`src/rtl/binarize_pkg.sv`:
```
// Shared constants for the RGB565 binariser: mode encoding, gray weights, mask levels,
// and the shift-add gray sum used by the datapath.
package binarize_pkg;

  localparam logic [2:0] MODE_RED      = 3'd0;
  localparam logic [2:0] MODE_GREEN    = 3'd1;
  localparam logic [2:0] MODE_BLUE     = 3'd2;
  localparam logic [2:0] MODE_GRAY_RAW = 3'd3;
  localparam logic [2:0] MODE_GRAY_BIN = 3'd4;

  localparam int unsigned COEF_R = 77;
  localparam int unsigned COEF_G = 150;
  localparam int unsigned COEF_B = 29;

  localparam logic [7:0] MASK_OFF = 8'h00;
  localparam logic [7:0] MASK_ON  = 8'hFF;

  // 77 = 64+8+4+1, 150 = 128+16+4+2, 29 = 16+8+4+1
  function automatic logic [16:0] gray_sum(input logic [7:0] r, input logic [7:0] g,
                                           input logic [7:0] b);
    logic [16:0] rr, gg, bb;
    rr = {9'd0, r};
    gg = {9'd0, g};
    bb = {9'd0, b};
    return (rr << 6) + (rr << 3) + (rr << 2) + rr
         + (gg << 7) + (gg << 4) + (gg << 2) + (gg << 1)
         + (bb << 4) + (bb << 3) + (bb << 2) + bb;
  endfunction

endpackage

```
`src/rtl/threshold_ctrl.sv`:
```
// Pending threshold register driven by rising edges of the debounced plus/sub buttons,
// with bounded stepping that either wraps to the opposite bound or saturates.
module threshold_ctrl #(
  parameter int unsigned TH_INIT = 128,
  parameter int unsigned TH_MIN  = 112,
  parameter int unsigned TH_MAX  = 192,
  parameter int unsigned TH_STEP = 2,
  parameter bit          WRAP    = 1'b1
) (
  input  logic       clk,
  input  logic       rst_n,
  input  logic       plus,
  input  logic       sub,
  output logic [7:0] th
);

  localparam logic [8:0] MIN9  = 9'(TH_MIN);
  localparam logic [8:0] MAX9  = 9'(TH_MAX);
  localparam logic [8:0] STEP9 = 9'(TH_STEP);

  logic plus_q, sub_q, plus_edge, sub_edge;
  logic [8:0] up9, dn_lim9;

  assign up9     = {1'b0, th} + STEP9;
  assign dn_lim9 = MIN9 + STEP9;

  always_ff @(posedge clk or negedge rst_n) begin
    if (!rst_n) begin
      plus_q    <= 1'b0;
      sub_q     <= 1'b0;
      plus_edge <= 1'b0;
      sub_edge  <= 1'b0;
      th        <= 8'(TH_INIT);
    end else begin
      plus_q    <= plus;
      sub_q     <= sub;
      plus_edge <= plus & ~plus_q;
      sub_edge  <= sub & ~sub_q;
      // Coincident edges cancel out.
      if (plus_edge && !sub_edge) begin
        if (up9 > MAX9) th <= WRAP ? MIN9[7:0] : MAX9[7:0];
        else            th <= up9[7:0];
      end else if (sub_edge && !plus_edge) begin
        if ({1'b0, th} < dn_lim9) th <= WRAP ? MAX9[7:0] : MIN9[7:0];
        else                      th <= th - STEP9[7:0];
      end
    end
  end

endmodule

```
`src/rtl/rgb565_binarize_pipe.sv`:
```
// Three-stage RGB565 -> 8-bit mask/gray pipeline with frame-synchronous threshold and mode.
// Stream: in_valid qualifies each pixel, no back-pressure; out_valid/out_sof trail by 3 clocks.
module rgb565_binarize_pipe
  import binarize_pkg::*;
#(
  parameter int unsigned TH_INIT = 128,
  parameter int unsigned TH_MIN  = 112,
  parameter int unsigned TH_MAX  = 192,
  parameter int unsigned TH_STEP = 2,
  parameter bit          WRAP    = 1'b1,
  parameter int unsigned LIM_RB  = 96,
  parameter int unsigned LIM_G   = 112
) (
  input  logic        clk,
  input  logic        rst_n,
  input  logic        in_valid,
  input  logic        in_sof,
  input  logic [15:0] in_data,
  input  logic [2:0]  mode,
  input  logic        plus,
  input  logic        sub,
  output logic        out_valid,
  output logic        out_sof,
  output logic [7:0]  out_data,
  output logic [7:0]  threshold
);

  localparam logic [7:0] LIM_RB8 = 8'(LIM_RB);
  localparam logic [7:0] LIM_G8  = 8'(LIM_G);

  logic [7:0] th_pend;

  threshold_ctrl #(
    .TH_INIT(TH_INIT), .TH_MIN(TH_MIN), .TH_MAX(TH_MAX), .TH_STEP(TH_STEP), .WRAP(WRAP)
  ) u_threshold_ctrl (
    .clk(clk), .rst_n(rst_n), .plus(plus), .sub(sub), .th(th_pend)
  );

  assign threshold = th_pend;

  // Frame context: the sof pixel itself already uses the freshly latched values.
  logic       sof_acc;
  logic [7:0] act_th, ctx_th;
  logic [2:0] act_mode, ctx_mode;

  assign sof_acc  = in_valid && in_sof;
  assign ctx_th   = sof_acc ? th_pend : act_th;
  assign ctx_mode = sof_acc ? mode : act_mode;

  always_ff @(posedge clk or negedge rst_n) begin
    if (!rst_n) begin
      act_th   <= 8'(TH_INIT);
      act_mode <= MODE_RED;
    end else if (sof_acc) begin
      act_th   <= th_pend;
      act_mode <= mode;
    end
  end

  // S1: channel expansion and context capture
  logic       s1_valid, s1_sof;
  logic [7:0] s1_r, s1_g, s1_b, s1_th;
  logic [2:0] s1_mode;

  always_ff @(posedge clk or negedge rst_n) begin
    if (!rst_n) begin
      s1_valid <= 1'b0;
      s1_sof   <= 1'b0;
      s1_r     <= 8'd0;
      s1_g     <= 8'd0;
      s1_b     <= 8'd0;
      s1_th    <= 8'd0;
      s1_mode  <= MODE_RED;
    end else begin
      s1_valid <= in_valid;
      s1_sof   <= sof_acc;
      s1_r     <= {in_data[15:11], in_data[15:13]};
      s1_g     <= {in_data[10:5], in_data[10:9]};
      s1_b     <= {in_data[4:0], in_data[4:2]};
      s1_th    <= ctx_th;
      s1_mode  <= ctx_mode;
    end
  end

  // S2: compares and gray sum
  logic [16:0] sum;
  logic        col_hit;

  assign sum = gray_sum(s1_r, s1_g, s1_b);

  always_comb begin
    col_hit = 1'b0;
    case (s1_mode)
      MODE_RED:   col_hit = (s1_r >= s1_th) && (s1_g <= LIM_RB8) && (s1_b <= LIM_RB8);
      MODE_GREEN: col_hit = (s1_g >= s1_th) && (s1_r <= LIM_G8) && (s1_b <= LIM_G8);
      MODE_BLUE:  col_hit = (s1_b >= s1_th) && (s1_r <= LIM_RB8) && (s1_g <= LIM_RB8);
      default:    col_hit = 1'b0;
    endcase
  end

  logic       s2_valid, s2_sof, s2_hit, s2_gray_ge;
  logic [7:0] s2_gray;
  logic [2:0] s2_mode;

  always_ff @(posedge clk or negedge rst_n) begin
    if (!rst_n) begin
      s2_valid   <= 1'b0;
      s2_sof     <= 1'b0;
      s2_hit     <= 1'b0;
      s2_gray_ge <= 1'b0;
      s2_gray    <= 8'd0;
      s2_mode    <= MODE_RED;
    end else begin
      s2_valid   <= s1_valid;
      s2_sof     <= s1_sof;
      s2_hit     <= col_hit;
      s2_gray_ge <= sum[16] || (sum[15:8] >= s1_th);
      s2_gray    <= sum[15:8];
      s2_mode    <= s1_mode;
    end
  end

  // S3: output select; data holds while no pixel is presented
  logic [7:0] sel;

  always_comb begin
    sel = MASK_ON;
    case (s2_mode)
      MODE_RED, MODE_GREEN, MODE_BLUE: sel = s2_hit ? MASK_OFF : MASK_ON;
      MODE_GRAY_RAW:                   sel = s2_gray;
      MODE_GRAY_BIN:                   sel = s2_gray_ge ? MASK_ON : MASK_OFF;
      default:                         sel = MASK_ON;
    endcase
  end

  always_ff @(posedge clk or negedge rst_n) begin
    if (!rst_n) begin
      out_valid <= 1'b0;
      out_sof   <= 1'b0;
      out_data  <= MASK_OFF;
    end else begin
      out_valid <= s2_valid;
      out_sof   <= s2_sof;
      if (s2_valid) out_data <= sel;
    end
  end

endmodule

```
`config.mk`:
```
export PLATFORM = sky130hd
export DESIGN_NAME = rgb565_binarize_pipe
export DESIGN_NICKNAME = d
export VERILOG_FILES = /design/src/rtl/binarize_pkg.sv /design/src/rtl/threshold_ctrl.sv /design/src/rtl/rgb565_binarize_pipe.sv
export SDC_FILE = /design/constraint.sdc
export NUM_CORES = 1
export LEC_CHECK = 0
export CAP_MARGIN = 20
export CELL_PAD_IN_SITES_DETAIL_PLACEMENT = 1
export CELL_PAD_IN_SITES_GLOBAL_PLACEMENT = 1
export CORE_ASPECT_RATIO = 0.8
export CORE_UTILIZATION = 30
export CTS_CLUSTER_DIAMETER = 30
export CTS_CLUSTER_SIZE = 25
export DETAILED_ROUTE_END_ITERATION = 12
export HOLD_SLACK_MARGIN = 0.1
export PLACE_DENSITY_LB_ADDON = 0.15
export SLEW_MARGIN = 20
export SYNTH_ARGS = -nofsm -noshare
export SYNTH_HDL_FRONTEND = slang
export SYNTH_SLANG_ARGS = --single-unit
```
`constraint.sdc`:
```
create_clock -name clk -period 12.4 [get_ports clk]
set_clock_uncertainty 0.15 [all_clocks]
set_input_delay 2.48 -clock clk [delete_from_list [all_inputs] [get_ports clk]]
set_output_delay 2.48 -clock clk [all_outputs]
set_load 0.01 [all_outputs]
```
==> impl_results.md <==
* Hold Path Class: flip-flop to flip-flop
* Clock buffer depth at 2
* Synth area leaders: dfrtp_1 29%, fa_1 25%, ha_1 16%, inv_1 6.3%, a21oi_1 2.4%
* NumNets Final at 719
* Post-synth ARST share at 100%
* Largest net degree at the start of global routing at 66
* Fin. max-slew vios at 0
* Synth Warn # at 0
* H-tree depth at 3
* Slew @ Worst Pin at 852 ps
* CP most frequent cell: fa_1
* Number of global-route vias before repair at 4156
* Power per cell area at 274 nW/um2
* First-pass GRT wire length at 22.5 mm
* Most common cell in the netlist: inv_1
* Finish-stage setup viols at 0
* Cts bufs inserted at 9
* CTS tree: yes
* Drt total wl at 14.0 mm
* Final Wtd Congestion at 0.886
* # resized after CTS at 0
* Via count at 3781
* Die W at 153 um
* Clk sinks at 65
* Arrival time at the worst endpoint at 6300 ps
* # fillers at 1944
* DP HPWL at 11.3 mm
* Post-Syn Nets at 676
* Area of the multi-input gates at 3460 um2
* Predominant post-synthesis flop cell: dfrtp_1
* Worst-path cell chain: inv_1, fa_1, inv_1, fa_1, fa_1, fa_1, inv_1, fa_1, or4b_4, o21a_1, o31ai_1, o21ai_1, nand2b_1, xor2_1, ha_1, a21oi_1, nand2_1, nand3_1, nand3_1
* 1st-iter DRT viols at 175
* Max_cap viols at 0
* Ratio of cells with drive above 1 in the final layout at 5.19%
* Tcrit/Tclk final at 50.2%
* Sequential share of the synthesized area at 29.7%
* Clock slew at reported path FFs at 60 ps
* Drt wl/cell at 17.9 um
* Number of synthesized flops with an enable pin at 0
* Status: finished clean
* RSZ-0062 raised after global routing: no
* Commonest cells post-synth: 92 x inv_1, 72 x ha_1, 68 x fa_1
* Cell accounting for the most synthesized area: dfrtp_1
* Die area at 18800 um2
* Total grt overflow at 0
* WS Path Type: flip-flop to flip-flop
* Slew headroom at 43.2%
* Count of final hold-check violations at 0
* Skew-Pair Late Insertion Delay at 340 ps
* Area delta synth->final at 17.5%
* Hold slack at 198 ps
* Max Fclk at 0.161 GHz
* Row Count at 43
* Setup TNS at 0 ps
* Reg area at 1630 um2
* Initial core utilization at 31.1%
* # Post-CTS Setup Buffers at 0
* Synth Register Bits at 65
* Leak pwr at 3.02 nW
* Worst path top cell family by delay: adder cells
* Cts hold-fix bufs at 0
* Cells after synthesis at 511
* PnR Total Power at 1.77 mW
* Avg Inst Size Synth at 10.7 um2
* Crit path buffers/inverters at 3
* Distinct cell type count of the synthesized netlist at 50
* Initial antenna violation count at 0
* Die Height at 123 um
* Worst setup EP type: flip-flop
* Antenna Violating Nets Remaining at 0
* Cell Area, Synth at 5480 um2
* Via density at 4.82
* CP startpoint kind: flip-flop
* Peak VDD IR at 100 uV
* Clock root buffer: clkbuf_16
* Port Buffers at 41
* CP peak stage delay at 690 ps
* GRT Overall Usage at 16.2%
* Yosys top cell area share at 28.8%
* Slowest-stage cell, CP: dfrtp_1
* First-pass DRT Iterations at 4
* Drt drc at 0
* Final min period at 6220 ps
* Number of diodes at 0
* WP data required at 12480 ps
* Worst Path Max Fanout at 10
* Ports at 43
* Core box area at 17600 um2
## per-layer routing
| layer | up-vias | routed length [um] | GRT usage (%) |
|---|---|---|---|
| met5 | - | 0 | 0 |
| met2 | 73 | 5840 | 23.9 |
| met3 | 20 | 480 | 3.26 |
| li1 | 1777 | - | - |
| met4 | 0 | 243 | 6.12 |
| met1 | 1911 | 7490 | 23.4 |
## stage by stage
stage                     utilization [%]  instances  worst slack [ps]  cell area (um2)
final                                36.6        784              6180             6440
after global placement               34.9        768              6330             6130
after detailed placement             34.9        768              6160             6130
after CTS                            36.6        784              6120             6440
after global routing                 36.6        784              5810             6440
after floorplan                         -        511              6770             5480
## cells in the final DEF, fill, tap and decap left out, types with 3 or more instances in the layout
master	netlist	final
xnor2_1	6	6
nand3_1	7	7
o211ai_1	9	9
inv_6	0	4
a21oi_1	26	26
o31ai_1	3	3
nand2_1	34	34
o21ai_1	4	4
nor3_1	6	6
inv_1	92	92
and3_1	3	3
fa_1	68	68
nor2b_1	5	5
a21o_1	5	5
mux2_2	4	4
nand4_1	4	4
ha_1	72	72
a211oi_1	4	4
clkbuf_16	0	9
clkdlybuf4s50_1	0	40
and2_1	3	3
nand2b_1	3	3
o21ai_0	14	14
nor2_1	23	23
o21a_1	9	9
dfrtp_1	63	63
## final cells by class
cell class / instances / area share [%]
Multi-Input combinational cell: 344 / 53.8
Sequential cell: 65 / 25.3
Timing Repair Buffer: 42 / 6.41
Inverter: 92 / 5.36
Tap cell: 225 / 4.37
Clock buffer: 9 / 3.50
Clock inverter: 7 / 1.26
## sequential cells by signal, indices dropped and copies added (netlist names), 5 cells and up
name	count
s1_r	5
u_threshold_ctrl.th	7
s1_th	7
s1_g	6
s1_b	5
out_data	8
s2_gray	8
## cell families after synthesis
logic type | Yosys count | synth area share (%)
buffers and inverters | 102 | 7.05
flip-flops | 65 | 29.7
AO/OA/AOI/OAI | 99 | 11.9
multiplexers | 5 | 1.00
AND/OR/NAND/NOR | 92 | 7.81
adder cells (fa/ha/maj) | 140 | 41.3
XOR/XNOR | 7 | 1.12
other | 1 | 0.0684
## power breakdown
group	total, mW	internal [mW]	switching [mW]
logic	1.17	0.520	0.649
registers	0.333	0.277	0.0561
clock network	0.265	0.159	0.106
## path summary, 6_finish.rpt
check | to | cells after the start | start | slack (ps)
worst max-delay path | s2_gray_ge | 19 | s1_g[1] | 6180
worst min-delay path | out_sof | 0 | s2_sof | 200
worst max register to register | s2_gray_ge | 19 | s1_g[1] | 6180
worst min register to register | out_sof | 0 | s2_sof | 200
max in group asynchronous | s1_g[2] | 2 | rst_n | 9350
min in group asynchronous | out_data[7] | 2 | rst_n | 2180
Note: power is estimated with default switching activity, not from simulation.
